$ cat src/rtl/uart_tx_sequencer.sv
// Wishbone master that programs uart_interface and sends a 32-bit result as 1-4 bytes, LSB first.
// Every access is preceded by one idle bus cycle; ack timeout, bus error and poll overrun end in ERR.
module uart_tx_sequencer #(
  parameter logic [31:0] BAUD_ADDR   = 32'h4,
  parameter logic [31:0] CTRL_ADDR   = 32'h3,
  parameter logic [31:0] TXBUF_ADDR  = 32'h7,
  parameter logic [31:0] FLAG_ADDR   = 32'h5,
  parameter logic [31:0] CTRL_RESET  = 32'h68,
  parameter logic [31:0] CTRL_START  = 32'hE0,
  parameter int          DONE_BIT    = 0,
  parameter int          ACK_TIMEOUT = 16,
  parameter int          POLL_LIMIT  = 65535
) (
  input  logic        clk_i,
  input  logic        rst_ni,
  input  logic        send_i,
  input  logic [31:0] payload_i,
  input  logic [2:0]  len_i,
  input  logic [31:0] divisor_i,
  output logic        busy_o,
  output logic        done_o,
  output logic        fail_o,
  output logic [31:0] m_adr_o,
  output logic [31:0] m_dat_o,
  input  logic [31:0] m_dat_i,
  output logic        m_we_o,
  output logic [3:0]  m_sel_o,
  output logic        m_cyc_o,
  output logic        m_stb_o,
  input  logic        m_ack_i,
  input  logic        m_err_i
);

  localparam int TW = $clog2(ACK_TIMEOUT + 1);
  localparam int PW = $clog2(POLL_LIMIT + 1);
  localparam logic [TW-1:0] TO_LAST   = TW'(ACK_TIMEOUT - 1);
  localparam logic [PW-1:0] POLL_LAST = PW'(POLL_LIMIT);

  typedef enum logic [3:0] {
    S_IDLE, S_BAUD, S_TXRST, S_LOAD, S_START, S_POLL, S_CLEAR, S_DONE, S_ERR
  } state_t;

  state_t        state_q, state_d;
  logic          cyc_q, cyc_d;
  logic [31:0]   adr_q, adr_d;
  logic [31:0]   dat_q, dat_d;
  logic          we_q, we_d;
  logic [3:0]    sel_q, sel_d;
  logic [TW-1:0] to_cnt_q, to_cnt_d;
  logic [PW-1:0] poll_cnt_q, poll_cnt_d;
  logic [1:0]    idx_q, idx_d;
  logic [1:0]    last_idx_q, last_idx_d;
  logic [31:0]   payload_q, payload_d;
  logic [31:0]   divisor_q, divisor_d;

  logic [31:0]   acc_adr;
  logic [31:0]   acc_dat;
  logic          acc_we;
  logic [3:0]    acc_sel;
  state_t        next_ok;
  logic [PW-1:0] poll_inc;
  logic          unused_rdata;

  assign unused_rdata = ^m_dat_i;

  always_ff @(posedge clk_i or negedge rst_ni) begin
    if (!rst_ni) begin
      state_q    <= S_IDLE;
      cyc_q      <= 1'b0;
      adr_q      <= '0;
      dat_q      <= '0;
      we_q       <= 1'b0;
      sel_q      <= '0;
      to_cnt_q   <= '0;
      poll_cnt_q <= '0;
      idx_q      <= '0;
      last_idx_q <= '0;
      payload_q  <= '0;
      divisor_q  <= '0;
    end else begin
      state_q    <= state_d;
      cyc_q      <= cyc_d;
      adr_q      <= adr_d;
      dat_q      <= dat_d;
      we_q       <= we_d;
      sel_q      <= sel_d;
      to_cnt_q   <= to_cnt_d;
      poll_cnt_q <= poll_cnt_d;
      idx_q      <= idx_d;
      last_idx_q <= last_idx_d;
      payload_q  <= payload_d;
      divisor_q  <= divisor_d;
    end
  end

  always_comb begin
    state_d    = state_q;
    cyc_d      = cyc_q;
    adr_d      = adr_q;
    dat_d      = dat_q;
    we_d       = we_q;
    sel_d      = sel_q;
    to_cnt_d   = to_cnt_q;
    poll_cnt_d = poll_cnt_q;
    idx_d      = idx_q;
    last_idx_d = last_idx_q;
    payload_d  = payload_q;
    divisor_d  = divisor_q;
    acc_adr    = '0;
    acc_dat    = '0;
    acc_we     = 1'b1;
    acc_sel    = 4'hF;
    next_ok    = state_q;
    poll_inc   = poll_cnt_q + 1'b1;

    // What each access state puts on the bus, and where it goes once acked
    case (state_q)
      S_BAUD:  begin acc_adr = BAUD_ADDR;  acc_dat = divisor_q;  next_ok = S_TXRST; end
      S_TXRST: begin acc_adr = CTRL_ADDR;  acc_dat = CTRL_RESET; next_ok = S_LOAD;  end
      S_LOAD: begin
        acc_adr = TXBUF_ADDR;
        acc_dat = payload_q;
        acc_sel = 4'b0001 << idx_q;
        next_ok = S_START;
      end
      S_START: begin acc_adr = CTRL_ADDR;  acc_dat = CTRL_START; next_ok = S_POLL;  end
      S_POLL: begin
        acc_adr = CTRL_ADDR;
        acc_we  = 1'b0;
        if (m_dat_i[DONE_BIT])       next_ok = S_CLEAR;
        else if (poll_inc == POLL_LAST) next_ok = S_ERR;
        else                          next_ok = S_POLL;
      end
      S_CLEAR: begin
        acc_adr = FLAG_ADDR;
        next_ok = (idx_q == last_idx_q) ? S_DONE : S_LOAD;
      end
      default: ;
    endcase

    case (state_q)
      S_IDLE: begin
        if (send_i) begin
          payload_d  = payload_i;
          divisor_d  = divisor_i;
          idx_d      = '0;
          poll_cnt_d = '0;
          case (len_i)
            3'd1:    last_idx_d = 2'd0;
            3'd2:    last_idx_d = 2'd1;
            3'd3:    last_idx_d = 2'd2;
            default: last_idx_d = 2'd3;
          endcase
          state_d = S_BAUD;
        end
      end
      S_DONE, S_ERR: state_d = S_IDLE;
      default: begin
        if (!cyc_q) begin
          cyc_d    = 1'b1;
          adr_d    = acc_adr;
          dat_d    = acc_dat;
          we_d     = acc_we;
          sel_d    = acc_sel;
          to_cnt_d = '0;
        end else if (m_err_i || m_ack_i || to_cnt_q == TO_LAST) begin
          cyc_d = 1'b0;
          adr_d = '0;
          dat_d = '0;
          we_d  = 1'b0;
          sel_d = '0;
          if (m_ack_i && !m_err_i) begin
            state_d = next_ok;
            if (state_q == S_START) poll_cnt_d = '0;
            if (state_q == S_POLL && !m_dat_i[DONE_BIT]) poll_cnt_d = poll_inc;
            if (state_q == S_CLEAR && idx_q != last_idx_q) idx_d = idx_q + 2'd1;
          end else begin
            state_d = S_ERR;
          end
        end else begin
          to_cnt_d = to_cnt_q + 1'b1;
        end
      end
    endcase
  end

  assign busy_o  = (state_q != S_IDLE);
  assign done_o  = (state_q == S_DONE);
  assign fail_o  = (state_q == S_ERR);
  assign m_adr_o = adr_q;
  assign m_dat_o = dat_q;
  assign m_we_o  = we_q;
  assign m_sel_o = sel_q;
  assign m_cyc_o = cyc_q;
  assign m_stb_o = cyc_q;

endmodule

$ cat config.mk
export PLATFORM = sky130hd
export DESIGN_NAME = uart_tx_sequencer
export DESIGN_NICKNAME = d
export VERILOG_FILES = /design/src/rtl/uart_tx_sequencer.sv
export SDC_FILE = /design/constraint.sdc
export NUM_CORES = 1
export LEC_CHECK = 0
export ABC_CLOCK_PERIOD_IN_PS = 3500
export CAP_MARGIN = 5
export CORE_ASPECT_RATIO = 0.75
export CORE_MARGIN = 4
export CORE_UTILIZATION = 52
export CTS_CLUSTER_DIAMETER = 50
export DETAILED_ROUTE_END_ITERATION = 10
export PLACE_DENSITY = 0.87
export SLEW_MARGIN = 20
export SYNTH_ARGS = -nofsm -noshare
export SYNTH_HDL_FRONTEND = slang
export SYNTH_SLANG_ARGS = --single-unit
$ cat constraint.sdc
create_clock -name clk_i -period 3.5 [get_ports clk_i]
set_input_delay 0.7 -clock clk_i [delete_from_list [all_inputs] [get_ports clk_i]]
set_output_delay 0.7 -clock clk_i [all_outputs]
set_load 0.01 [all_outputs]
======== Yosys cells after proc, flatten, opt, wreduce, memory -nomap -nowiden ========
Cells that the tools add are included.
storage, ports and cells
  bits in registers ....................... 163
  latch bits .............................. 0
  bits in writable memories ............... 0
  ROM bits ................................ 0
  output and inout port bits .............. 74
  memories kept ........................... 0
cells by class
  $add $sub $neg .......................... 3
  multiply operators ...................... 0
  div/mod/pow operators ................... 0
  magnitude comparators ................... 0
  equal/unequal tests ..................... 19
  shift operators ......................... 1
  mux-type cells .......................... 38
  bitwise logic cells ..................... 2
  reduce and logical (&&, ||, !) cells .... 25
operators by type and width
  kind                                                    number
  one-hot mux 32 bit (4 select lines)                     1
  2-to-1 mux 16 bit                                       6
  2-to-1 mux 32 bit                                       3
  2-to-1 mux 4 bit                                        9
  one-hot mux 16 bit (2 select lines)                     1
  one-hot mux 4 bit (6 select lines)                      1
  adder 16 x 1 -> 16 bit (second input constant)          1
  equality test 16 bit (second input constant)            1
  equality test 4 x 3 -> 1 bit (second input constant)    4
  one-hot mux 3 bit (4 select lines)                      1
  AND reduction 6 bit                                     2
  2-to-1 mux 2 bit                                        5
  2-to-1 mux 5 bit                                        2
  inequality test 9 x 1 -> 1 bit (second input constant)  1
  nonzero test 3 bit                                      3
  equality test 4 x 2 -> 1 bit (second input constant)    2
  one-hot mux 4 bit (2 select lines)                      1
  nonzero test 2 bit                                      4
  equality test 3 x 2 -> 1 bit (second input constant)    2
  one-hot mux 2 bit (3 select lines)                      1
  AND reduction 2 bit                                     3
  OR reduction 3 bit                                      2
  adder 5 x 1 -> 5 bit (second input constant)            1
  equality test 5 x 4 -> 1 bit (second input constant)    1
  other kinds (20)                                        30

======== Longest topological paths before layout ========
  word-level depth ........................ 9
  depth in mapped cells ................... 9

======== Worst setup path before layout ========
No wires, ideal clock.
  path kind ............................... reg2reg
  start ................................... reg to_cnt_q[0]
  end ..................................... reg state_q[1]
  setup time .............................. 0.125 ns
  data arrival time ....................... 1.974 ns
  data required time ...................... 3.375 ns
  setup slack ............................. 1.401 ns
  cell stages (with the launch flop) ...... 9
  buffers on the path ..................... 0
  period minus slack after synthesis ...... 2.099 ns
  path through ............................ dfrtp_1 ha_1 and3_1 ha_1 or3_1 nand2_1 a32o_1 o21ai_1 mux2_2
on the way
  longest elaborated chain between the ends .. 4
RTL lines
  element                               RTL line  RTL
  start, declared                       49        logic [TW-1:0] to_cnt_q, to_cnt_d;
  start signal, assigned                87        to_cnt_q <= to_cnt_d;
  equality test 5 x 4 -> 1 bit          166       end else if (m_err_i || m_ack_i || to_cnt_q == TO_LAST) begin
  logical OR 1 bit                      166
  nonzero test 3 bit (no source line)   -
  AND reduction 4 bit (no source line)  -
  end signal, assigned                  81        state_q <= state_d;
  end, declared                         43        state_t state_q, state_d;
Every way passes these cells.
A chain may end at the register's enable or synchronous reset.

======== Final worst setup path ========
  start ................................... reg state_q[1]
  end ..................................... out fail_o
on the way
  longest elaborated chain between the ends .. 1
RTL lines
  element              RTL line  RTL
  equality test 4 bit  189       assign fail_o = (state_q == S_ERR);
  end, declared        22        output logic fail_o,
Every way passes these cells.

==> results.md <==
- Traced cell by cell, the critical path runs through nor3_1 > and2_1 > clkdlybuf4s50_1.
- The number of setup buffers added after CTS is 0.
- The highest achievable clock rate is 0.3279 GHz.
- The synthesis-to-finish area growth is 28.33%.
- Summed over all layers, the global routing overflow is 0.
- The relative contribution of the clock network to total power is 28.4%.
- The final layout contains 822 nets.
- The largest buffer count on any clock path is 2.
- The horizontal extent of the die is 136.8 microns.
- The most critical setup path has its endpoint at fail_o.
- The DRC violation total after the first TritonRoute iteration is 432.
- The antenna diode instance count is 0.
- The total detailed-routing wirelength is 16590 microns.
- The total count of hold-check failures in the final report is 0.
- The peak fanout along the critical path is 22.
- The type of element capturing the critical path is an output port.
- The slowest stage of the critical path belongs to the cell sky130_fd_sc_hd__dfrtp_1.
- Hold repair after CTS inserted 0 buffers.
- In the layout the commonest cells are sky130_fd_sc_hd__dfrtp_1 (134), sky130_fd_sc_hd__clkdlybuf4s50_1 (116), sky130_fd_sc_hd__nand2_1 (69), sky130_fd_sc_hd__mux2_2 (65), sky130_fd_sc_hd__o21ai_0 (62).
- In this run, synthesis inferred 0 flip-flops with an integrated enable.
- The total of warnings raised by yosys is 0.
- The die area is 14310 sq um.
- The overall fraction of global-route tracks in use is 23.34%.
- The clock tree from TritonCTS is built.
- The HPWL after detailed placement is 10880 microns.
- The pin count of the biggest net entering global routing is 69.
- The most critical setup path has its startpoint at state_q[1]$_DFFE_PN0P_.
- The combinational cell fraction of total power is 33.1%.
- The fraction of registers with async set/reset is 100.0%.
- VDD sags by at most 0.4126 mV.
- The post-CTS clock slew at the launch and capture registers of the worst setup and hold paths is 0.06 ns.
- The flow ran to the end, and the final reports show no timing, DRC or antenna violations.
- For flop-to-flop paths, the worst setup slack is 0.79 ns.
- The count of nets left with antenna violations after detail routing is 0.
- Prior to clock tree synthesis, the placed netlist has a worst setup slack of 0.5624 ns.
- In the synthesized netlist the dominant register cell turns out to be sky130_fd_sc_hd__dfrtp_1.
- Summed over all nets, the switching power comes to 2.289 mW.
- The vias after detailed routing is 5119.
- The final critical-path share of the clock period is 87.12%.
- The congestion estimate from routability-driven global placement came to 0.9454.
- The share of total power consumed by net switching is 33.56%.
- The number of global-route vias before repair came to 5161.
- The share of the core filled with cells in the final layout is 69.96%.
- In this run the vertical extent of the chip is 104.6 microns.
- Between clock sinks in the finished design, the worst skew comes to 0.007100 ns.
- The core region area is 11870 sq um.
- Data arrives at the worst endpoint at 2.35 ns.
- The number of antenna violations at the first check in global routing was 0.
- The tree is rooted in a sky130_fd_sc_hd__clkbuf_16.
- At the pin with the least slew margin, the transition time is 0.8687 ns.
- The post-layout minimum cycle time is 3.049 ns.
- The first TritonRoute pass finished after 5 iterations.
- The critical register-to-register path endpoint is poll_cnt_q[7]$_DFFE_PN0P_.
- The number of cells on the worst reg-to-reg path is 4.
- Setup slack on the critical path of the routed design comes to 0.4507 ns.
- The critical path is of the register to output port type.
- In this run the tool buffered the top-level ports with 117 buffer cells.
- The share of total power dissipated in sequential elements is 38.5%.
- The min-delay analysis places its worst path in the category input port to async pin.
- The effective utilization at floorplan is 54.51%.
- For this run, design rule violations remaining after detail routing come to 0.
- The count of state elements after synthesis is 134.
- The kind of launch point of the worst setup path is a register.
- The floorplan row count is 34.
- The number of cells produced by synthesis is 604.
- The number of top-level pins is 178.
- For the final routed database, the setup TNS stands at 0 ns.
- The leakage power of the design is 3.447 nW.
- The startpoint of the lowest-slack register-to-register path is state_q[0]$_DFFE_PN0P_.
- After detailed routing, the average wire length per cell comes to 18.74 microns.
- Cell internal power was estimated by the tool at 4.532 mW.
- Gates resized during post-CTS repair numbered 0.
- The number of pins exceeding their max-slew limit in the final report came to 0.
- Across all hold checks on the routed design, the worst slack comes to 0.3923 ns.
- The library cell used most frequently in the layout, excluding fill and tap cells, is sky130_fd_sc_hd__dfrtp_1.
- The H-tree was split into 4 levels.
- Setup repair after global routing left no endpoint under its margin.
- The data required time of the worst path is 2.80 ns.
- The biggest cell delay along the critical path is 0.69 ns.
- The max-capacitance violation count is 0.
- The total of fill cells in the finished design is 806.
- The insertion delay to the later sink of the worst-skew pair is 0.42 ns.
- For this run, the register share of the synthesized area comes to 51.83%.
- The number of distinct library cells after synthesis is 52.
- The first-pass GRT wire length is 26590 microns.
- Each instance of the synthesized netlist takes up on average 10.71 sq um.
- In this run the tightest slew margin relative to its limit is 42.09%.
- Setup violations remaining at the end of the flow were counted as 0.
- For this design the ratio of total power to cell area is 821.4 nW/um^2.
- The cell area that synthesis handed to floorplanning was 6470 sq um.
- The post-route netlist has 15.91% of its cells at a drive strength greater than 1.
- The total clock buffers created by CTS is 17.
- The routed via count divided by cell count is 5.784.
- The clock drives 134 sinks.
[worst min-delay path by stage]
stage | cells after the start | to | startpoint
after floorplan | 0 | divisor_q[0]$_DFFE_PN0P_ | rst_ni
final | 1 | payload_q[5]$_DFFE_PN0P_ | rst_ni
after CTS | 1 | m_dat_o[6]$_DFFE_PN0P_ | rst_ni
after global routing | 1 | m_dat_o[6]$_DFFE_PN0P_ | rst_ni
after global placement | 2 | m_dat_o[30]$_DFFE_PN0P_ | m_dat_o[30]$_DFFE_PN0P_
after detailed placement | 2 | m_dat_o[3]$_DFFE_PN0P_ | m_dat_o[3]$_DFFE_PN0P_
[sequential cells by signal, summed over array words and instances (netlist names)]
signal      flops
m_we_o          1
m_sel_o         4
m_dat_o        32
last_idx_q      2
poll_cnt_q     16
m_adr_o         3
m_cyc_o         1
divisor_q      32
state_q         4
to_cnt_q        5
idx_q           2
payload_q      32
[cells by family after synthesis]
family	Yosys count	synth area share [%]
AOI/OAI and AO/OA	147	14.70
xor gates and xnor gates	11	1.489
adders and majority gates	8	1.547
buffers and inverters	74	6.246
DFF	134	51.83
muxes	67	11.62
other	1	0.05796
and+or+nand+nor	162	12.51
[final cells by class]
type	count	area [sq um]	share of cell area [%]
clock buffer	19	452.9	5.455
clock inverter	13	192.7	2.321
inverter	8	30.03	0.3617
multi-input combinational	424	2830	34.09
sequential	134	3353	40.39
tap	162	202.7	2.441
timing repair buffer	125	1241	14.95
[per-stage QoR]
stage | total power [mW] | instances | instance area, sq um
after detailed placement | 4.867 | 853 | 7657
final | 6.820 | 885 | 8303
after CTS | 6.841 | 885 | 8303
after global placement | 4.704 | 853 | 7657
after floorplan | 3.978 | 632 | 6575
after global routing | 7.180 | 885 | 8303
[power by group through the flow]
stage	clock [mW]	combinational [mW]	sequential [mW]
6_report	1.94	2.26	2.63
5_1_grt	2.02	2.47	2.69
4_1_cts	1.95	2.27	2.62
3_5_place_dp	0	2.24	2.63
3_3_place_gp	0	2.13	2.57
2_1_floorplan	0	1.49	2.49
[worst max-delay path: cells and delay by family (launching register included)]
kind / cells / cell delay (ns)
buffers and inverters: 1 / 0.55
flip-flops: 1 / 0.69
AND/OR/NAND/NOR: 2 / 0.69
[routing by layer]
metal  GRT usage (%)  vias to the layer above  share of wire, %
li1                -                     2323                 -
met4           6.980                        0               1.6
met2           37.17                      235                48
met5               0                        -                 0
met3           5.764                       24               7.6
met1           31.90                     2537                43
[synthesized netlist by cell type (all sizes together), types with 3 or more instances]
library cell | n | area (sq um)
a211oi | 5 | 42.54
a21oi | 5 | 25.02
a22o | 11 | 96.34
a22oi | 30 | 225.2
a31oi | 3 | 18.77
and2 | 3 | 18.77
and3 | 4 | 25.02
buf | 47 | 302.8
clkbuf | 19 | 71.32
dfrtp | 134 | 3353
ha | 8 | 100.1
inv | 8 | 30.03
mux2 | 65 | 732.0
nand2 | 70 | 265.3
nand2b | 4 | 25.02
nand3 | 12 | 65.06
nand4 | 8 | 50.05
nor2 | 29 | 108.9
nor2b | 5 | 31.28
nor3 | 11 | 65.06
nor4 | 3 | 55.05
o21ai | 67 | 335.3
o22ai | 4 | 25.02
o311ai | 3 | 26.28
o31ai | 6 | 45.04
o41ai | 3 | 26.28
or3 | 4 | 25.02
xnor2 | 7 | 61.31
xor2 | 4 | 35.03
(Power assumes the default switching activity.)
